===== config.mk =====
export PLATFORM = sky130hd
export DESIGN_NAME = imem_program_loader
export DESIGN_NICKNAME = d
export VERILOG_FILES = /design/src/rtl/imem_program_loader.sv
export SDC_FILE = /design/constraint.sdc
export NUM_CORES = 1
export LEC_CHECK = 0
export ABC_AREA = 1
export BUFFER_PORTS_ARGS = -buffer_cell sky130_fd_sc_hd__buf_2
export CORE_MARGIN = 1.5
export CORE_UTILIZATION = 58
export DETAILED_ROUTE_END_ITERATION = 7
export GPL_TIMING_DRIVEN = 0
export PLACE_DENSITY = 0.95
export SETUP_SLACK_MARGIN = 0.02
export SLEW_MARGIN = 20
export SYNTH_ARGS = -nofsm -noshare
export SYNTH_HDL_FRONTEND = slang
export SYNTH_SLANG_ARGS = --single-unit

===== constraint.sdc =====
create_clock -name clk -period 8.2 [get_ports clk]
set_input_delay 0.41 -clock clk [delete_from_list [all_inputs] [get_ports clk]]
set_output_delay 0.41 -clock clk [all_outputs]
set_load 0.005 [all_outputs]

===== src/rtl/imem_program_loader.sv =====
// imem_program_loader: framed byte-stream boot loader that fills instruction memory and holds the CPU in reset until the checksum passes
module imem_program_loader #(
  parameter int DEPTH = 64
) (
  input  logic        clk,
  input  logic        rst,
  input  logic [7:0]  byte_in,
  input  logic        byte_valid,
  output logic        byte_ready,
  output logic        imem_we,
  output logic [63:0] imem_waddr,
  output logic [31:0] imem_wdata,
  output logic        cpu_rst,
  output logic        done,
  output logic        error
);
  localparam int IW = $clog2(DEPTH) + 1;
  typedef enum logic [2:0] {LEN0, LEN1, DATA, CHECK, DONE, ERROR} state_t;
  state_t state_q, state_d;
  logic [15:0] len_q, len_d;
  logic [IW-1:0] idx_q, idx_d;
  logic [1:0] lane_q, lane_d;
  logic [31:0] word_q, word_d;
  logic [7:0] xor_q, xor_d;
  logic ready_q, ready_d;
  logic we_q, we_d;
  logic [63:0] waddr_q, waddr_d;
  logic [31:0] wdata_q, wdata_d;
  logic cpu_rst_q, cpu_rst_d;
  logic done_q, done_d;
  logic error_q, error_d;
  logic acc;
  logic [15:0] n_w;
  logic last_w;
  assign acc = byte_valid && ready_q;
  assign n_w = {byte_in, len_q[7:0]};
  assign last_w = (16'(idx_q) + 16'd1) == len_q;
  always_comb begin
    state_d = state_q;
    len_d = len_q;
    idx_d = idx_q;
    lane_d = lane_q;
    word_d = word_q;
    xor_d = xor_q;
    we_d = 1'b0;
    waddr_d = waddr_q;
    wdata_d = wdata_q;
    if (acc) begin
      xor_d = xor_q ^ byte_in;
      case (state_q)
        LEN0: begin
          len_d = {8'h00, byte_in};
          state_d = LEN1;
        end
        LEN1: begin
          len_d = n_w;
          idx_d = '0;
          lane_d = 2'd0;
          state_d = (n_w > 16'(DEPTH)) ? ERROR : (n_w == 16'd0) ? CHECK : DATA;
        end
        DATA: begin
          word_d = {byte_in, word_q[31:8]};
          lane_d = lane_q + 2'd1;
          if (lane_q == 2'd3) begin
            we_d = 1'b1;
            waddr_d = {{(62-IW){1'b0}}, idx_q, 2'b00};
            wdata_d = word_d;
            idx_d = idx_q + IW'(1);
            state_d = last_w ? CHECK : DATA;
          end
        end
        CHECK: state_d = (byte_in == xor_q) ? DONE : ERROR;
        default: state_d = state_q;
      endcase
    end
    ready_d = state_d inside {LEN0, LEN1, DATA, CHECK};
    cpu_rst_d = state_d != DONE;
    done_d = state_d == DONE;
    error_d = state_d == ERROR;
  end
  always_ff @(posedge clk or posedge rst) begin
    if (rst) begin
      state_q <= LEN0;
      len_q <= '0;
      idx_q <= '0;
      lane_q <= '0;
      word_q <= '0;
      xor_q <= '0;
      ready_q <= 1'b0;
      we_q <= 1'b0;
      waddr_q <= '0;
      wdata_q <= '0;
      cpu_rst_q <= 1'b1;
      done_q <= 1'b0;
      error_q <= 1'b0;
    end else begin
      state_q <= state_d;
      len_q <= len_d;
      idx_q <= idx_d;
      lane_q <= lane_d;
      word_q <= word_d;
      xor_q <= xor_d;
      ready_q <= ready_d;
      we_q <= we_d;
      waddr_q <= waddr_d;
      wdata_q <= wdata_d;
      cpu_rst_q <= cpu_rst_d;
      done_q <= done_d;
      error_q <= error_d;
    end
  end
  assign byte_ready = ready_q;
  assign imem_we = we_q;
  assign imem_waddr = waddr_q;
  assign imem_wdata = wdata_q;
  assign cpu_rst = cpu_rst_q;
  assign done = done_q;
  assign error = error_q;
endmodule


==> summary.md, run 1 <==
| Metric | Value |
|---|---|
| Max Clock Skew | `between 20 and 25 ps` |
| Startpoint types | `flip-flop` |
| Share of cells above drive strength 1 | `0.212` |
| Cell area power density | `~270 nW/um^2` |
| Synth area leaders | `dfrtp_1 53%, nand2_1 11%, buf_4 8.9%` |
| Area share of the largest cell type after synthesis | `0.534` |
| Root Buffer | `clkbuf_8` |
| CP max-delay cell | `dfrtp_1` |
| Power share of the combinational group | `0.272` |
| Worst-Skew Late Latency | `~400 ps` |
| Top-Level Pins | `approximately 110` |
| Sequential power share | `0.499` |
| Post-Place Cells | `782` |
| Clk network pwr share | `0.229` |
| Synth cell types | `24` |
| Dominant cell type by area after synthesis | `dfrtp_1` |
| # DRC | `0` |
| Critical Path Sink Type | `flip-flop` |
| Final worst slack | `6320 ps` |
| Leak pwr | `around 0.0032 uW` |
| CP max FO | `6` |
| Worst VDD drop | `approximately 0.14 mV` |
| Mapped Area | `approximately 4800 um^2` |
| Fmax | `0.533 GHz` |
| Max Cap Viol | `0` |
| Setup TNS Final | `0 ps` |
| Final nets | `702` |
| Total track usage | `0.268` |
| H-Tree Depth | `3` |
| Place WS | `6440 ps` |
| Design Power | `around 1500 uW` |
| Status | `finished clean` |
| Die ar. | `just under 9000 um^2` |
| Die width | `between 90 and 100 um` |
| Asr flop ratio synth | `1.00` |
| Pin count of the biggest net entering global routing | `between 70 and 80` |
| Setup repair after global routing missed its margin | `false` |
| Vias in the first global route | `3,892` |
| Post-DP Area | `5470 um^2` |
| EDFF count, synth | `0` |
| Internal power | `between 900 and 1000 uW` |
| Vert. Die Dim | `between 90 and 100 um` |
| #FFs+latches synth | `~100` |
| Detailed-route via count | `around 4.1k` |
| Initial antenna violation count | `0` |
| GP Congestion | `just under 0.9` |
| Arrival @ worst endpoint | `around 2200 ps` |
| Vias per Instance | `between 5 and 6` |
| Worst Path Buf+Inv | `1` |
| Most common cell in the netlist | `nand2_1` |
| Setup violators final | `0` |
| Psw | `between 500 and 600 uW` |
| Row Count | `33` |
| Final worst-path cycle share | `0.229` |
| Cells after synthesis | `566` |
| Synth top cells by count | `144 x nand2_1, 103 x dfrtp_1, 81 x o21ai_0, 68 x inv_1, 57 x buf_4` |
| Initial Util | `0.593` |
| Worst Hold Class | `in -> reg` |
| Post-route ant nets | `0` |
| Port bufs | `between 50 and 60` |
| CP delay by family, top | `simple AND/OR/NAND/NOR gates` |
| Clock sinks | `104` |
| Crit-path max cell delay | `approximately 450 ps` |
| CTS Buf Count | `9` |
| PostCTS Resize Cnt | `0` |
| Synth Warn # | `0` |
| Average cell area after synthesis | `~8.5 um^2` |
| Max Buffers Root-to-Sink | `2` |
| Final hold vios | `0` |
| Clk pin slew, worst setup/hold paths | `around 100 ps` |
| Ys flop type | `dfrtp_1` |
| N_diodes | `0` |
| Drt pass-1 iters | `5` |
| Post-cts hold buffer count | `1` |
| Tmin final | `around 1900 ps` |
| Core ar. | `roughly 8000 um^2` |
| P&R area growth vs syn | `18.0%` |
| Setup Crit Path Kind | `reg -> reg` |
| Worst path required time | `between 8000 and 9000 ps` |
| Final instance area | `approximately 5700 um^2` |
| Wirelength per Cell | `between 10 and 15 um` |
| HPWL Detailed | `7750 um` |
| CTS tree | `yes` |
| First-pass GRT wire length | `18,200 um` |
| Final Max Slew Viols | `0` |
| Post-Layout Cell Count | `between 700 and 800` |
| Worst path cell trace | `ha_1, nand2_1, inv_1, nand2_1, nand2_1, nand2_1, nand2_1, nand2_1, nor2_1, nand2_1, nand2_1, nand2_2, nor2_2` |
| Drt first-iter violations | `339` |
| Sw Ratio | `0.368` |
| Overall routed net length | `11,100 um` |
| # Post-CTS Setup Buffers | `0` |
| Seq/Total Area, Yosys | `0.540` |
| Remaining global-route overflow | `0` |
| CP most frequent cell | `nand2_1` |
[final timing paths]
kind | start | endpoint | slack (ps) | cells after the start
hold reg to reg | word_q[31] | word_q[23] | 490 | 2
setup reg to reg | idx_q[0] | error | 6320 | 13
min in group asynchronous | rst | word_q[18] | 520 | 3
setup / recovery | idx_q[0] | error | 6320 | 13
max in group asynchronous | rst | cpu_rst | 6990 | 4
hold / removal | byte_in[5] | word_q[29] | 270 | 3
[flip-flops by register name, indices dropped and copies added, names as in the netlist]
signal      flops
done            1
imem_waddr      7
byte_ready      1
state_q         3
imem_wdata     32
len_q          16
idx_q           7
cpu_rst         1
lane_q          2
word_q         24
error           1
imem_we         1
xor_q           8
[metal layers]
layer | track usage | routed length, um | up-vias
li1 | - | - | 1911
met1 | 0.333 | 4180 | 1942
met2 | 0.448 | 5580 | 238
met3 | 0.0534 | 970 | 37
met4 | 0.128 | 316 | 0
met5 | 0 | 0 | -
[worst reg2reg max path, cell delays in order, from the launching register on]
cell and delay, ps:
dfrtp_1 450, ha_1 270, nand2_1 110, inv_1 120, nand2_1 70, nand2_1 100
nand2_1 90, nand2_1 70, nand2_1 50, nor2_1 110, nand2_1 90, nand2_1 110
nand2_2 90, nor2_2 80
[power groups by stage]
stage	clock (uW)	combinational [uW]	sequential, uW
final	346	412	755
after global routing	372	470	770
after CTS	347	407	750
after detailed placement	0	397	758
after global placement	0	365	749
after floorplan	0	305	735
[layout by cell type, fill, tap and decap left out, types with 2 or more instances in the layout]
cell / instances
nor2_1: 28
nor2_4: 2
o21ai_0: 81
nor2_2: 2
xnor2_1: 4
dfrtp_1: 103
nand3_1: 18
conb_1: 57
nand3b_1: 2
nand2_2: 3
clkbuf_1: 9
inv_8: 3
buf_2: 63
buf_4: 57
nand4_1: 5
o22ai_1: 7
inv_6: 4
a21oi_1: 2
nand2_1: 144
o21ai_1: 15
inv_1: 67
ha_1: 2
clkbuf_8: 9
[cell families (layout without fill, tap and decap cells)]
kind of cell             count (synthesis)  count (layout)  synth area share
AND/OR/NAND/NOR                        206             206             0.177
buffers and inverters                  143             215             0.158
AO/OA/AOI/OAI                          106             106             0.112
flip-flops                             104             104             0.540
XOR/XNOR                                 4               4           0.00726
adder cells (fa/ha/maj)                  2               2           0.00519
other                                    1              57          0.000777
[cell type report]
type                       count  area (um^2)
clock inverter                 7         90.1
sequential                   104         2600
fill                         585         2440
timing repair buffer          56          308
clock buffer                   9          124
tap                          105          131
inverter                      68          260
buffer                        75          507
multi-input combinational    375         1670
[stage by stage]
stage	utilization	hold slack (ps)
6_report	0.700	268
3_5_place_dp	0.672	396
4_1_cts	0.700	264
2_1_floorplan	-	453
5_1_grt	0.700	302
3_3_place_gp	0.668	459
Note: power is estimated with default switching activity, not from simulation.
==> run 2, diff against run 1 <==
--- a/config.mk
+++ b/config.mk
@@ -8,10 +8,10 @@
 export ABC_AREA = 1
 export BUFFER_PORTS_ARGS = -buffer_cell sky130_fd_sc_hd__buf_2
 export CORE_MARGIN = 1.5
-export CORE_UTILIZATION = 58
+export CORE_UTILIZATION = 54
 export DETAILED_ROUTE_END_ITERATION = 7
 export GPL_TIMING_DRIVEN = 0
-export PLACE_DENSITY = 0.95
+export PLACE_DENSITY = 0.91
 export SETUP_SLACK_MARGIN = 0.02
 export SLEW_MARGIN = 20
 export SYNTH_ARGS = -nofsm -noshare
==> constraint.sdc (replaced) <==
create_clock -name clk -period 1.8 [get_ports clk]
set_input_delay 0.09 -clock clk [delete_from_list [all_inputs] [get_ports clk]]
set_output_delay 0.09 -clock clk [all_outputs]
set_load 0.005 [all_outputs]
==> run 2 against run 1 <==
Against the previous run: register-to-register slack lost 6200 ps; largest cell class unchanged; sequential share of layout area shrank 0.75 points; clock skew shrank 8.7 ps; hold slack lost 240 ps; total power grew to 4.5 times the previous value; utilization shrank 3.3 points; critical path type unchanged.
==> summary.md, run 2 (synthesis results as in run 1) <==
| Metric | Value |
|---|---|
| Worst VDD drop | `0.500 mV (+250%)` |
| Overall routed net length | `10,700 um (-2.8%)` |
| Fmax | `0.580 GHz (+8.7%)` |
| CP max FO | `10 (+4)` |
| Leak pwr | `0.00317 uW (+0.53%)` |
| Drt first-iter violations | `251 (-26%)` |
| Worst Hold Class | `in -> reg` |
| Min Hold Slack | `24.9 ps (-244 ps)` |
| GR peak layer | `met2` |
| Max Clock Skew | `12.5 ps (-8.68 ps)` |
| Vert. Die Dim | `97.5 um (+3.5%)` |
| Top-Level Pins | `112 (unchanged)` |
| Tmin final | `1720 ps (-150 ps)` |
| Power share of the combinational group | `0.293 (+0.021)` |
| Startpoint types | `flip-flop` |
| N_diodes | `0 (unchanged)` |
| Die ar. | `9510 um^2 (+7.2%)` |
| Clock sinks | `104 (unchanged)` |
| Final nets | `711 (+1.3%)` |
| Die width | `97.5 um (+3.5%)` |
| Total track usage | `0.232 (-0.0359)` |
| Arrival @ worst endpoint | `1970 ps (-220 ps)` |
| Critical Path Sink Type | `flip-flop` |
| Core ar. | `8680 um^2 (+6.7%)` |
| Root Buffer | `clkbuf_8` |
| Setup repair after global routing missed its margin | `true` |
| H-Tree Depth | `3 (unchanged)` |
| P&R area growth vs syn | `20.0%` |
| Remaining global-route overflow | `0 (unchanged)` |
| Status | `finished clean` |
| Row Count | `34 (+3.0%)` |
| CTS tree | `yes` |
| Wirelength per Cell | `13.2 um (-4.3%)` |
| First-pass GRT wire length | `18,000 um (-1.0%)` |
| Post-route ant nets | `0 (unchanged)` |
| Psw | `2540 uW (+360%)` |
| Initial Util | `0.556 (-0.0372)` |
| Number of flip-flops in the largest register | `32 (unchanged)` |
| Commonest cells after routing, fill and taps aside | `142 x nand2_1, 102 x dfrtp_1, 79 x o21ai_0, 65 x inv_1, 63 x buf_2` |
| GR Util met3 | `0.0338 (-0.0196)` |
| Final Max Slew Viols | `0 (unchanged)` |
| Worst path required time | `2040 ps (-6480 ps)` |
| Core Util, Final | `0.667 (-0.0326)` |
| Vias per Instance | `4.99 (-3.5%)` |
| Most common cell after layout, fill and taps aside | `nand2_1` |
| Initial antenna violation count | `0 (unchanged)` |
| Detailed-route via count | `4,045 (-2.0%)` |
| Final worst-path cycle share | `0.958 (+0.730)` |
| Cell area power density | `1180 nW/um^2 (+340%)` |
| Met2 Track Usage GR | `0.400 (-0.0483)` |
| GP Congestion | `0.894 (+3.2%)` |
| Internal power | `4290 uW (+350%)` |
| Vias in the first global route | `3,926 (+0.87%)` |
| Max Cap Viol | `0 (unchanged)` |
| Drt pass-1 iters | `7 (+2)` |
| Clk network pwr share | `0.205 (-0.024)` |
| Share of cells above drive strength 1 | `0.223 (+0.0115)` |
| Setup violators final | `0 (unchanged)` |
| Max Buffers Root-to-Sink | `2 (unchanged)` |
| Clk pin slew, worst setup/hold paths | `100 ps (about the same)` |
| Sw Ratio | `0.373 (+0.00423)` |
| Final hold vios | `0 (unchanged)` |
| HPWL Detailed | `7860 um (+1.4%)` |
| # DRC | `0 (unchanged)` |
| Pin count of the biggest net entering global routing | `32 (-58%)` |
| Port bufs | `54 (unchanged)` |
| CTS Buf Count | `9 (unchanged)` |
| Setup Crit Path Kind | `reg -> reg` |
| Sequential power share | `0.502 (+0.003)` |
| GR Util met1 | `0.289 (-0.0435)` |
| Worst-Skew Late Latency | `380 ps (-20 ps)` |
## run 2: cell types whose count changed in the layout (fill, tap and decap cells not counted), sizes merged
cell	before	now
clkinvlp	0	3
buf	121	125
dlygate4sd3	1	6
bufinv	1	0
inv	74	72
## run 2: final timing paths
kind | cells past startpoint | startpoint | to | slack (ps)
worst max register to register | 8 | state_q[2] | imem_wdata[27] | 80
worst min-delay path | 3 | byte_in[0] | word_q[24] | 20
min in group asynchronous | 3 | rst | xor_q[2] | 250
worst min register to register | 2 | imem_waddr[7] | imem_waddr[7] | 490
worst max-delay path | 8 | state_q[2] | imem_wdata[27] | 80
max in group asynchronous | 5 | rst | word_q[23] | 860
## run 2: per-layer routing
layer  vias up  part of all wire  wire (um)
met3        32             0.067        721
met1      1896              0.40       4280
met4         0             0.027        294
met5         -                 0          0
li1       1932                 -          -
met2       185              0.51       5440
## run 2: final cells by class
| cell class | count | area, um^2 |
|---|---|---|
| Clock buffer | 9 | 124 |
| Timing Repair Buffer | 65 | 405 |
| Fill cell | 688 | 2890 |
| Tap cell | 108 | 135 |
| Sequential cell | 104 | 2610 |
| Inverter | 68 | 262 |
| Buffer | 75 | 507 |
| Clock inverter | 7 | 61.3 |
| Multi-Input combinational cell | 375 | 1690 |
## run 2: worst max-delay path: stages (launching register included)
cell,delay [ps]
dfrtp_1,430
inv_1,120
nand3_2,160
nor2_4,170
nand2_1,120
buf_2,210
buf_2,210
nand2_1,70
o21ai_0,100
## run 2: repair_timing
item / in CTS / in global routing
resized for setup: 0 / 11
hold endpoints to repair: 19 / 0
pin swaps: 0 / 6
hold buffers: 6 / 0
setup endpoints to repair: 2 / 4
buffers inserted: 1 / 1
## run 2: power groups by stage
stage	logic (uW)	registers, uW	clock network, uW
after global placement	1680	3410	0
after global routing	2280	3500	1520
after floorplan	1390	3350	0
after detailed placement	1820	3450	0
final	2000	3430	1400
after CTS	1890	3400	1410
## run 2: per-stage QoR
stage	instance area [um^2]	worst slack [ps]	TNS, ps	std cells	total power (uW)
CTS	5760	52.0	0	810	6700
finish	5790	75.1	0	811	6830
global placement	5440	-82.8	-7990	784	5090
global route	5790	8.15	0	811	7300
detailed placement	5500	45.1	0	787	5270
floorplan	5040	318	0	622	4740
==> run 3, diff against run 2 <==
--- a/config.mk
+++ b/config.mk
@@ -7,11 +7,12 @@
 export LEC_CHECK = 0
 export ABC_AREA = 1
 export BUFFER_PORTS_ARGS = -buffer_cell sky130_fd_sc_hd__buf_2
+export CAP_MARGIN = 30
 export CORE_MARGIN = 1.5
-export CORE_UTILIZATION = 54
+export CORE_UTILIZATION = 58
 export DETAILED_ROUTE_END_ITERATION = 7
 export GPL_TIMING_DRIVEN = 0
-export PLACE_DENSITY = 0.91
+export PLACE_DENSITY = 0.95
 export SETUP_SLACK_MARGIN = 0.02
 export SLEW_MARGIN = 20
 export SYNTH_ARGS = -nofsm -noshare
==> constraint.sdc (replaced) <==
create_clock -name clk -period 2.2 [get_ports clk]
set_input_delay 0.11 -clock clk [delete_from_list [all_inputs] [get_ports clk]]
set_output_delay 0.11 -clock clk [all_outputs]
set_load 0.005 [all_outputs]
==> run 3 against run 2 <==
Against the previous run: final cell count shrank 1.1%; hold slack lost 4.1 ps; maximum frequency shrank 7.1%; utilization grew 3.7 points; via count grew 2.0%; flip-flop and latch count is the same; first-iteration DRC count grew 53%; register-to-register slack gained 270 ps.
==> summary.md, run 3 (synthesis results as in run 1) <==
| Metric | Value |
|---|---|
| Final worst-path cycle share | `0.844 (-0.114)` |
| Commonest cells after routing, fill and taps aside | `144 x nand2_1, 103 x dfrtp_1, 81 x o21ai_0, 67 x inv_1, 63 x buf_2` |
| P&R area growth vs syn | `18.8%` |
| Setup Crit Path Kind | `reg -> reg` |
| Drt pass-1 iters | `5 (-2)` |
| Share of cells above drive strength 1 | `0.212 (-0.0110)` |
| Clock sinks | `104 (unchanged)` |
| Remaining global-route overflow | `0 (unchanged)` |
| Detailed-route via count | `4,126 (+2.0%)` |
| Number of flip-flops in the largest register | `32 (unchanged)` |
| CP max FO | `6 (-4)` |
| Leak pwr | `0.00317 uW (-0.17%)` |
| First-pass GRT wire length | `18,100 um (+0.61%)` |
| Multi-input logic area | `1670 um^2 (-1.3%)` |
| Final Max Slew Viols | `0 (unchanged)` |
| Arrival @ worst endpoint | `2170 ps (+200 ps)` |
| Most common cell after layout, fill and taps aside | `nand2_1` |
| # fillers | `590 (-14%)` |
| Max Buffers Root-to-Sink | `2 (unchanged)` |
| R2r startpoint | `idx_q[0]` |
| Drt first-iter violations | `384 (+53%)` |
| Vias per Instance | `5.14 (+3.1%)` |
| Final hold vios | `0 (unchanged)` |
| CP most frequent cell | `nand2_1` |
| Port bufs | `54 (unchanged)` |
| PostCTS Resize Cnt | `0 (unchanged)` |
| Startpoint types | `flip-flop` |
| Max Clock Skew | `15.5 ps (+2.97 ps)` |
| Initial antenna violation count | `0 (unchanged)` |
| N_diodes | `0 (unchanged)` |
| Setup repair after global routing missed its margin | `false` |
| Critical Path Sink Type | `flip-flop` |
| CP max-delay cell | `dfrtp_1` |
| Register area | `2600 um^2 (about the same)` |
| Root Buffer | `clkbuf_8` |
| GP Congestion | `0.882 (-1.4%)` |
| Wirelength per Cell | `13.5 um (+2.2%)` |
| CTS Buf Count | `9 (unchanged)` |
| HPWL Detailed | `7680 um (-2.3%)` |
| Worst VDD drop | `0.434 mV (-13%)` |
| Final nets | `705 (-0.84%)` |
| CTS tree | `yes` |
| Row Count | `33 (-2.9%)` |
| Setup TNS Final | `0 ps (unchanged)` |
| Max Cap Viol | `0 (unchanged)` |
| # DRC | `0 (unchanged)` |
| Setup violators final | `0 (unchanged)` |
| Hold path startpoint | `byte_in[4]` |
| Cell area power density | `984 nW/um^2 (-17%)` |
| Die ar. | `8870 um^2 (-6.7%)` |
| Vert. Die Dim | `94.2 um (-3.4%)` |
| H-Tree Depth | `3 (unchanged)` |
| Post-cts hold buffer count | `2 (-4)` |
| Tmin final | `1860 ps (+132 ps)` |
| Initial Util | `0.593 (+0.0372)` |
| Crit path from | `idx_q[0]` |
| Pin count of the biggest net entering global routing | `37 (+16%)` |
| Post-Layout Cell Count | `802 (-1.1%)` |
| Crit-path max cell delay | `460 ps (+30 ps)` |
| Post-Place Cells | `784 (-0.38%)` |
| Worst path required time | `2520 ps (+480 ps)` |
| Worst Hold Class | `in -> reg` |
| Vias in the first global route | `3,863 (-1.6%)` |
| R2r setup slk | `340 ps (+270 ps)` |
| Core ar. | `8130 um^2 (-6.3%)` |
| Hold path depth | `3 (unchanged)` |
| Clk pin slew, worst setup/hold paths | `110 ps (about the same)` |
| Die width | `94.2 um (-3.4%)` |
| Worst path cell trace | `ha_1, nand2_1, inv_1, nand2_1, nand2_1, nand2_1, nand2_1, nand2_1, nor2_1, nand2_1, nand2_1, nand2_2, nor2_2` |
| R2r endpoint | `error` |
| Post-route ant nets | `0 (unchanged)` |
| Overall routed net length | `10,900 um (+1.1%)` |
| Top-Level Pins | `112 (unchanged)` |
| Worst-Skew Late Latency | `380 ps (about the same)` |
| Fmax | `0.539 GHz (-7.1%)` |
| Total track usage | `0.266 (+0.0339)` |
| # Post-CTS Setup Buffers | `0 (-1)` |
| Worst Hold Path EP | `word_q[28]` |
| Status | `finished clean` |
| R2R depth | `13 (+5)` |
==> run 3: cell count changes in the layout (fill, tap and decap cells not counted), moves of 2 or more <==
cell / change
o21ai_0: +2
dlygate4sd3_1: -4
inv_1: +2
nand2_1: +2
buf_4: -2
clkinvlp_4: -2
o21ai_1: -2
==> run 3: critical path, delay by kind of cell (launching register included) <==
| kind | cells | cell delay [ps] |
|---|---|---|
| DFF | 1 | 460 |
| buffers and inverters | 1 | 120 |
| adders and majority gates | 1 | 250 |
| and+or+nand+nor | 11 | 970 |
==> run 3: through the flow <==
step / area, um^2 / hold slack [ps] / total power, uW / worst slack, ps / utilization
6_report: 5730 / 20.8 / 5640 / 344 / 0.705
5_1_grt: 5730 / 13.4 / 6010 / 168 / 0.705
4_1_cts: 5730 / 7.98 / 5590 / 358 / 0.705
3_5_place_dp: 5500 / 30.2 / 4300 / 426 / 0.676
3_3_place_gp: 5440 / 363 / 4150 / 294 / 0.669
2_1_floorplan: 5040 / 231 / 3880 / 718 / -
==> run 3: layout make-up <==
cell class | count | area share
Buffer | 75 | 0.0884
Clock buffer | 10 | 0.0223
Clock inverter | 6 | 0.0146
Inverter | 68 | 0.0452
Multi-Input combinational cell | 375 | 0.291
Sequential cell | 104 | 0.454
Tap cell | 105 | 0.0229
Timing Repair Buffer | 59 | 0.0611
==> run 3: routing by layer <==
metal / global-route usage / share of wire
met5: 0 / 0
met1: 0.329 / 0.40
met2: 0.442 / 0.49
met4: 0.123 / 0.029
met3: 0.0615 / 0.084
==> run 3: worst max-delay path by stage <==
stage                           to  depth (start not counted)  slack, ps
floorplan                    error                         12        720
finish                       error                         13        340
global placement    imem_wdata[21]                          2        290
CTS                          error                         13        360
detailed placement           error                         13        430
global route                 error                         13        170
==> run 3: report_power, final <==
part / switching (uW) / total, uW / internal, uW
sequential: 393 / 2830 / 2430
combinational: 966 / 1540 / 575
clock: 715 / 1270 / 557
total: 2070 / 5640 / 3570
